===== src/rtl/sys_array_stream_ctrl.sv =====
// sys_array_stream_ctrl: run control, beat counting, output FIFO
// and error/watchdog handling between the control block and sys_array.

module sys_array_stream_ctrl #(
    parameter int M           = 2,
    parameter int N           = 2,
    parameter int K           = 2,
    parameter int BW          = 2,
    parameter int FIFO_DEPTH  = 4,
    parameter int TIMEOUT_CYC = 4096
) (
    input  logic             clk,
    input  logic             nrst,
    input  logic             ap_start,
    output logic             ap_done,
    output logic             ap_ready,
    output logic             ap_idle,
    output logic             ap_err,
    output logic [1:0]       err_code,
    input  logic             s_valid,
    output logic             s_ready,
    input  logic [BW*32-1:0] s_data,
    output logic             core_in_valid,
    output logic [BW*32-1:0] core_in_data,
    input  logic             core_in_ready,
    input  logic             core_out_valid,
    input  logic [BW*32-1:0] core_out_data,
    output logic             core_out_ready,
    input  logic             core_err,
    output logic             m_valid,
    input  logic             m_ready,
    output logic [BW*32-1:0] m_data,
    output logic             m_last
);

    localparam int IN_BEATS  = (M*K + K*N + BW - 1) / BW;
    localparam int OUT_BEATS = (M*N + BW - 1) / BW;
    localparam int IN_W      = $clog2(IN_BEATS + 1);
    localparam int OUT_W     = $clog2(OUT_BEATS + 1);
    localparam int TM_W      = $clog2(TIMEOUT_CYC + 1);
    localparam int AW        = $clog2(FIFO_DEPTH);
    localparam int DW        = BW*32;

    localparam logic [IN_W-1:0]  IN_LAST  = IN_W'(IN_BEATS - 1);
    localparam logic [OUT_W-1:0] OUT_LAST = OUT_W'(OUT_BEATS - 1);
    localparam logic [OUT_W-1:0] OUT_ALL  = OUT_W'(OUT_BEATS);
    localparam logic [TM_W-1:0]  TM_LAST  = TM_W'(TIMEOUT_CYC - 1);

    typedef enum logic [2:0] {
        S_IDLE,
        S_LOAD,
        S_DRAIN,
        S_DONE,
        S_ERR
    } state_t;

    state_t r_state;
    state_t w_state_nxt;

    logic [IN_W-1:0]  r_in_cnt;
    logic [OUT_W-1:0] r_out_cnt;
    logic [TM_W-1:0]  r_timer;
    logic [DW-1:0]    r_mem [FIFO_DEPTH];
    logic [AW:0]      r_wptr;
    logic [AW:0]      r_rptr;

    logic w_run;
    logic w_empty;
    logic w_full;
    logic w_s_hs;
    logic w_co_hs;
    logic w_m_hs;
    logic w_any_hs;
    logic w_timeout;
    logic w_err;
    logic w_flush;
    logic w_push;
    logic w_start;

    assign w_run     = (r_state == S_LOAD) || (r_state == S_DRAIN);
    assign w_start   = (r_state == S_IDLE) && ap_start;
    assign w_empty   = (r_wptr == r_rptr);
    assign w_full    = (r_wptr[AW] != r_rptr[AW]) &&
                       (r_wptr[AW-1:0] == r_rptr[AW-1:0]);
    assign w_s_hs    = s_valid && s_ready;
    assign w_co_hs   = core_out_valid && core_out_ready;
    assign w_m_hs    = m_valid && m_ready;
    assign w_any_hs  = w_s_hs || w_co_hs || w_m_hs;
    // Watchdog fires on the TIMEOUT_CYC-th consecutive idle cycle
    assign w_timeout = w_run && !w_any_hs && (r_timer == TM_LAST);
    assign w_err     = w_run && (core_err || w_timeout);
    assign w_flush   = w_err || (r_state == S_ERR);
    assign w_push    = w_run && w_co_hs && !w_flush;

    always_ff @(posedge clk or negedge nrst) begin
        if (!nrst) begin
            r_state <= S_IDLE;
        end else begin
            r_state <= w_state_nxt;
        end
    end

    always_comb begin
        w_state_nxt = r_state;
        unique case (r_state)
            S_IDLE: begin
                if (ap_start) w_state_nxt = S_LOAD;
            end
            S_LOAD: begin
                if (w_err) begin
                    w_state_nxt = S_ERR;
                end else if (w_s_hs && r_in_cnt == IN_LAST) begin
                    w_state_nxt = S_DRAIN;
                end
            end
            S_DRAIN: begin
                if (w_err) begin
                    w_state_nxt = S_ERR;
                end else if ((r_out_cnt == OUT_ALL) ||
                             (w_m_hs && r_out_cnt == OUT_LAST)) begin
                    w_state_nxt = S_DONE;
                end
            end
            S_DONE:  w_state_nxt = S_IDLE;
            S_ERR:   w_state_nxt = S_IDLE;
            default: w_state_nxt = S_IDLE;
        endcase
    end

    // Push is allowed into a full FIFO when the head pops the same cycle
    always_comb begin
        ap_idle        = 1'b0;
        ap_done        = 1'b0;
        s_ready        = 1'b0;
        core_in_valid  = 1'b0;
        core_out_ready = 1'b0;
        unique case (r_state)
            S_IDLE: begin
                ap_idle        = 1'b1;
                core_out_ready = 1'b1;
            end
            S_LOAD: begin
                s_ready        = core_in_ready;
                core_in_valid  = s_valid;
                core_out_ready = !w_full || m_ready;
            end
            S_DRAIN: begin
                core_out_ready = !w_full || m_ready;
            end
            S_DONE: begin
                ap_done = 1'b1;
            end
            S_ERR: begin
                ap_done        = 1'b1;
                core_out_ready = 1'b1;
            end
            default: begin
                ap_idle = 1'b0;
            end
        endcase
    end

    assign ap_ready     = ap_done;
    assign core_in_data = s_data;
    assign m_valid      = !w_empty;
    assign m_data       = m_valid ? r_mem[r_rptr[AW-1:0]] : '0;
    assign m_last       = m_valid && (r_out_cnt == OUT_LAST);

    always_ff @(posedge clk or negedge nrst) begin
        if (!nrst) begin
            r_in_cnt  <= '0;
            r_out_cnt <= '0;
            r_timer   <= '0;
        end else if (w_start) begin
            r_in_cnt  <= '0;
            r_out_cnt <= '0;
            r_timer   <= '0;
        end else if (w_run) begin
            if (w_s_hs) r_in_cnt <= r_in_cnt + IN_W'(1);
            if (w_m_hs && r_out_cnt != OUT_ALL) begin
                r_out_cnt <= r_out_cnt + OUT_W'(1);
            end
            r_timer <= w_any_hs ? '0 : r_timer + TM_W'(1);
        end
    end

    // A stray core beat in IDLE overrides a clear on the same cycle
    always_ff @(posedge clk or negedge nrst) begin
        if (!nrst) begin
            ap_err   <= 1'b0;
            err_code <= 2'b00;
        end else begin
            if (w_start) begin
                ap_err   <= 1'b0;
                err_code <= 2'b00;
            end
            if (w_err) begin
                ap_err   <= 1'b1;
                err_code <= core_err ? 2'b10 : 2'b01;
            end
            if (r_state == S_IDLE && core_out_valid) begin
                ap_err   <= 1'b1;
                err_code <= 2'b11;
            end
        end
    end

    always_ff @(posedge clk or negedge nrst) begin
        if (!nrst) begin
            r_wptr <= '0;
            r_rptr <= '0;
        end else if (w_flush) begin
            r_wptr <= '0;
            r_rptr <= '0;
        end else begin
            if (w_push) r_wptr <= r_wptr + (AW+1)'(1);
            if (w_m_hs) r_rptr <= r_rptr + (AW+1)'(1);
        end
    end

    always_ff @(posedge clk) begin
        if (w_push) r_mem[r_wptr[AW-1:0]] <= core_out_data;
    end

endmodule


===== config.mk =====
export PLATFORM = sky130hd
export DESIGN_NAME = sys_array_stream_ctrl
export DESIGN_NICKNAME = d
export VERILOG_FILES = /design/src/rtl/sys_array_stream_ctrl.sv
export SDC_FILE = /design/constraint.sdc
export NUM_CORES = 1
export LEC_CHECK = 0
export ABC_CLOCK_PERIOD_IN_PS = 4360
export BUFFER_PORTS_ARGS = -buffer_cell sky130_fd_sc_hd__buf_2
export CAP_MARGIN = 20
export CORE_ASPECT_RATIO = 0.75
export CORE_MARGIN = 4
export CORE_UTILIZATION = 41
export DETAILED_ROUTE_END_ITERATION = 16
export PLACE_DENSITY = 0.66
export SYNTH_ARGS = -nofsm -noshare
export SYNTH_HDL_FRONTEND = slang
export SYNTH_SLANG_ARGS = --single-unit

===== constraint.sdc =====
create_clock -name clk -period 4.36 [get_ports clk]
set_input_delay 0.436 -clock clk [delete_from_list [all_inputs] [get_ports clk]]
set_output_delay 0.436 -clock clk [all_outputs]
set_load 0.02 [all_outputs]

# Yosys cells after proc, flatten, opt, wreduce, memory -nomap -nowiden
# Memory sizes are Yosys's and may differ from the RTL's.
# Index checks and enable logic that the tools add are counted.
# word_totals
ff_bits	30
ram_bits	256
inputBits	136
output_inout_bits	139
wordCells	102
n_memories	1
# classes
n_addsub	5
n_eq_ne	15
n_mux	34
reduce_logical	39
# memory_table
memory	words	width	read_ports	rd_ports_with_merged_regs	write_ports	line_no	text
r_mem	4	64	1	0	1	63	logic [DW-1:0] r_mem [FIFO_DEPTH];
# op_table
op	n
$mux 64	1
$mux 13	3
$mux 3	12
$logic_and 1x1->1	15
$mux 2	7
$add 13x1->13 const B	1
$eq 13x12->1 const B	1
$reduce_bool 2->1	5
$add 3x1->3 const B	3
$eq 3x2->1 const B	3
$mux 1	9
$pmux 3 s3	1
$logic_or 1x1->1	7
$ne 3x2->1 const B	2
$reduce_or 2->1	3
$logic_not 1->1	4
$ne 2x2->1 const B	2
$reduce_and 2->1	2
$eq 3x1->1 const B	1
$eq 3x3->1	1
$eq 3x3->1 const B	1
$logic_not 3->1	1
$reduce_and 3->1	1
$reduce_bool 3->1	1
6 further kinds	6

# Longest topological paths before layout
# logic_depth
depth_word	18
mapped_depth	8
ltp_nobuf	7

# Worst setup path before layout
# No wires, ideal clock.
# synth_timing
kind	reg2reg
start	register r_state[1]
end	memory r_mem[3][0] in the netlist's numbering, enable pin
setup_time_ns	0.487
arrival_time_ns	4.295
required_time_ns	3.873
path_slack_ns	-0.422
stages_incl_launch_ff	7
n_path_buf	1
synth_period_minus_slack_ns	4.782
cell_sequence	dfrtp_1 buf_4 maj3_1 a41oi_4 a211o_1 o31ai_4 nor2_1
# synth_via
elab_chain_cells	16
elab_cells_between_ends	24
cone_classes	eq/ne (3); mux (4); reduce/logical (17)
# synth_rtl
item	line_no	text
from (decl)	57	state_t r_state;
from (signal assigned)	99	r_state <= w_state_nxt;
$eq 3x3->1 (tied with other cells)	137	unique case (r_state)
$reduce_or 2->1 (no source line)	-	
$pmux 1 s2 (*)	137	
named net core_out_ready	28	output logic core_out_ready,
$logic_and 1x1->1 (*)	86	assign w_co_hs = core_out_valid && core_out_ready;
$logic_or 1x1->1 (2 in a row)	88	assign w_any_hs = w_s_hs || w_co_hs || w_m_hs;
$logic_not 1->1	90	assign w_timeout = w_run && !w_any_hs && (r_timer == TM_LAST);
$logic_and 1x1->1 (2 in a row)	90	
$logic_or 1x1->1	91	assign w_err = w_run && (core_err || w_timeout);
$logic_and 1x1->1	91	
$logic_or 1x1->1	92	assign w_flush = w_err || (r_state == S_ERR);
$logic_not 1->1	93	assign w_push = w_run && w_co_hs && !w_flush;
$logic_and 1x1->1 (*)	93	
$mux 1 (*)	222	if (w_push) r_mem[r_wptr[AW-1:0]] <= core_out_data;
$mux 1 (implied by the code) (*)	222	
to (decl)	63	
# The timed path passes the listed nets; every way through them passes the cells marked *.

# Worst setup path in the final report
# layout_timing
start	register r_rptr[0]
end	output port m_data[34]
# layout_via
elab_chain_cells	2
elab_cells_between_ends	3
cone_classes	eq/ne (1); mux (1); memory (1)
# layout_rtl
item	line_no	text
from (decl)	65	logic [AW:0] r_rptr;
from (signal assigned)	217	if (w_m_hs) r_rptr <= r_rptr + (AW+1)'(1);
$mem_v2 4x64 or $eq 3x3->1 (tied branches)	-	
$mux 64 (*)	166	assign m_data = m_valid ? r_mem[r_rptr[AW-1:0]] : '0;
to (decl)	32	output logic [BW*32-1:0] m_data,
# Every way passes the cells marked *; elsewhere a longest branch is shown, timed or not.

==> qor.csv <==
stage,metric,value,unit
min_path,hp-class,in -> reg,
critical_path,cp-start-kind,flop,
yosys,synth.area.mux_share,12.58,%
yosys,ys_warn_count,0,
timing,slew_violations,0,
placement,numPortBuffers,146,
global_routing,grt_max_degree,67,
clock_network,clkLatencyLatePin,540,ps
timing,whs,105.8,ps
yosys,synth_top_area_cell,edfxtp_1,
critical_path,criticalPathCategory,reg -> out,
critical_path,path_cells,xnor2_2 > nand3_2 > buf_4 > and2_1 > buf_2,
yosys,synthAdderAreaFrac,1.131,%
min_path,holdPathStages,1,
die,start_util,42.10,%
timing,skew,21.84,ps
critical_path,worstReg2RegEnd,r_mem[3][60],
yosys,yosysTopAreaCellShare,64.34,%
yosys,synth_cell_type_count,48,
yosys,netlist_instances,660,
critical_path,cp_slowest_cell,nand3_2,
clock_network,clk_pin_slew,60,ps
clock_network,cts_tree,done,
timing,rsz0062_at_grt,false,
clock_network,clockBufferDepth,3,
finish,fin_nets,902,
timing,tightest_slew,1074,ps
yosys,syn_avg_cell_area,18.10,µm²
timing,timing.final.crit_period,3335,ps
global_routing,antenna_found_initial,3,
die,io_pins,275,
critical_path,max_stage_delay,630,ps
yosys,ys_seq_elements,286,
timing,finalHoldViolCount,0,
yosys,netlist_top_cells_count,"edfxtp_1 (256), and2_1 (73), buf_4 (68), mux4_2 (64), dfrtp_1 (30)",
global_routing,overflow,0,
yosys,yosys_most_used_dff,edfxtp_1,
yosys,yosys.cell_count.top_type,edfxtp_1,
critical_path,rr_worst_depth,6,
yosys,ys_async_sr_fraction,10.49,%
die,core-area,0.02838,mm²
run,cap_violations,0,
detailed_routing,vias_per_cell,5.101,
die,rows,53,
yosys,syn_nets,806,
yosys,synth_edf_count,256,
yosys,yosysSeqAreaShare,70.63,%
timing,period_share,76.50,%
yosys,synth-simple-area-share,6.650,%
detailed_routing,wl_per_cell,20.27,µm
placement,post-place-cells,1110,
min_path,hold_end,r_mem[0][3],
placement,place_hpwl,14900,µm
detailed_routing,vias,5917,
clock_network,cts.sinks,286,
yosys,ys_top_cells_by_area,"edfxtp_1 (64%), mux4_2 (12%), dfrtp_1 (6.3%)",
timing,slew_headroom,28.29,%
detailed_routing,first_iter_violations,347,
yosys,synth_compound_area_share,2.398,%
finish,drive_gt1_share,35.87,%
placement,place_congestion,0.7499,
global_routing,grt_pass1_wl,36550,µm
critical_path,reg2reg_slack,1400,ps
timing,setup_viol,0,
critical_path,r2r_start,r_state[2],
global_routing,track_usage,14.62,%
critical_path,arrival,2900,ps
timing,fmax,299.8,MHz
status,status,"finished, final reports clean",
clock_network,numCtsBuffers,28,
finish,fin_cells,1160,
critical_path,required,3920,ps
timing,tns,0,ps
critical_path,crit_path_max_fanout,35,
yosys,syn-cell-area,0.01195,mm²
detailed_routing,ant_nets,0,
power_and_ir_drop,ir_drop,389.5,µV
finish,syn2layout_area_growth,13.87,%
global_routing,grt_pass1_vias,6242,
power_and_ir_drop,p_leak,4.776,nW
power_and_ir_drop,power_density,681.5,mW/mm²
detailed_routing,routed_wl,23510,µm
yosys,synth_top_family_by_area,multiplexers,
die,die_w,205.1,µm
yosys,synthXorXnorAreaFrac,1.225,%
min_path,holdCritStartpoint,core_out_data[3],
clock_network,clock-root-buffer,clkbuf_16,
finish,diodes,0,
die,dieArea,0.03196,mm²
die,die_h,155.8,µm
clock_network,cts_htree_levels,1,
detailed_routing,dr.pass1.iters,4,
detailed_routing,drc_errors,0,
critical_path,crit_path_end_kind,primary output,
-- sequential cells by signal (all words and copies together) (netlist names) --
name,flops
ap_err,1
err_code,2
r_in_cnt,3
r_mem,256
r_out_cnt,2
r_rptr,3
r_state,3
r_timer,13
r_wptr,3
-- area by class of cell --
class                      instances  area (µm²)
inverter                           8       30.03
clock inverter                    17       165.2
tap                              385       481.7
fill                            2450       14780
multi-input combinational        273        2885
clock buffer                      32       715.7
timing repair buffer             159       880.8
sequential                       286        8446
-- stage by stage --
stage                     worst slack (ps)  util (%)  total power [mW]  area, µm²
after floorplan                      652.9         -             5.993      11950
after global placement                1462     44.79             7.074      12710
after detailed placement              1407     44.79             7.100      12710
after CTS                            917.7     47.93             9.442      13600
after global routing                 812.1     47.93             9.824      13600
final                                 1025     47.93             9.272      13600
-- repair_timing --
| action | CTS | global route |
|---|---|---|
| hold buffers | 1 | 0 |
| buffers inserted | 0 | 0 |
| gates resized for setup | 0 | 0 |
| endpoints found under the hold margin | 30 | 0 |
-- per-layer routing --
| layer | global-route usage (%) | share of wire, % | vias up |
|---|---|---|---|
| li1 | - | - | 2676 |
| met2 | 21.79 | 44 | 234 |
| met3 | 4.946 | 9.3 | 48 |
| met4 | 2.933 | 2.0 | 4 |
| met5 | 0 | 0.11 | - |
| met1 | 21.30 | 45 | 2955 |
-- worst max-delay path by stage --
stage | to | cells after the start | start | slack (ps)
6_report | m_data[34] | 5 | r_rptr[0] | 1020
5_1_grt | m_data[27] | 5 | r_rptr[0] | 810
4_1_cts | m_data[32] | 5 | r_rptr[0] | 920
3_5_place_dp | r_mem[3][55] | 6 | r_state[2] | 1410
3_3_place_gp | r_mem[3][55] | 6 | r_state[2] | 1460
2_1_floorplan | r_mem[3][0] | 6 | r_state[1] | 650
-- worst max-delay path: cells and delay by family (launching register included) --
family                 cells  cell delay, ps
AND/OR/NAND/NOR            2             800
flip-flops                 1             610
buffers and inverters      2             610
XOR/XNOR                   1             320
-- cells by family (layout without fill, tap and decap cells) --
family / count (synthesis) / count (layout)
DFF: 286 / 286
and+or+nand+nor: 145 / 145
buffers and inverters: 101 / 216
muxes: 70 / 70
AOI/OAI and AO/OA: 32 / 32
xor gates and xnor gates: 15 / 15
adders and majority gates: 11 / 11
-- placed cells by master, fill, tap and decap left out, types with 3 or more instances in the layout --
cell type and count:
a21o_1 3, a22o_1 3, and2_1 70, and2_4 3, buf_12 4, buf_2 146
buf_4 8, bufinv_16 3, clkbuf_1 4, clkbuf_16 28, clkinv_1 8, clkinv_2 3
dfrtp_1 28, edfxtp_1 256, ha_1 10, inv_1 8, mux2i_1 5, mux4_2 64
nand2_1 21, nand3_1 6, nand4_1 5, nor2_1 18, nor3_1 11, o211ai_1 3
o21ai_0 3, xnor2_1 6, xor2_1 7
-- power breakdown --
part | switching [mW] | internal, mW | leakage [nW]
Clock | 0.964 | 1.35 | 0.428
Combinational | 2.18 | 1.41 | 1.64
Sequential | 0.143 | 3.24 | 2.70
(Power assumes the default switching activity.)
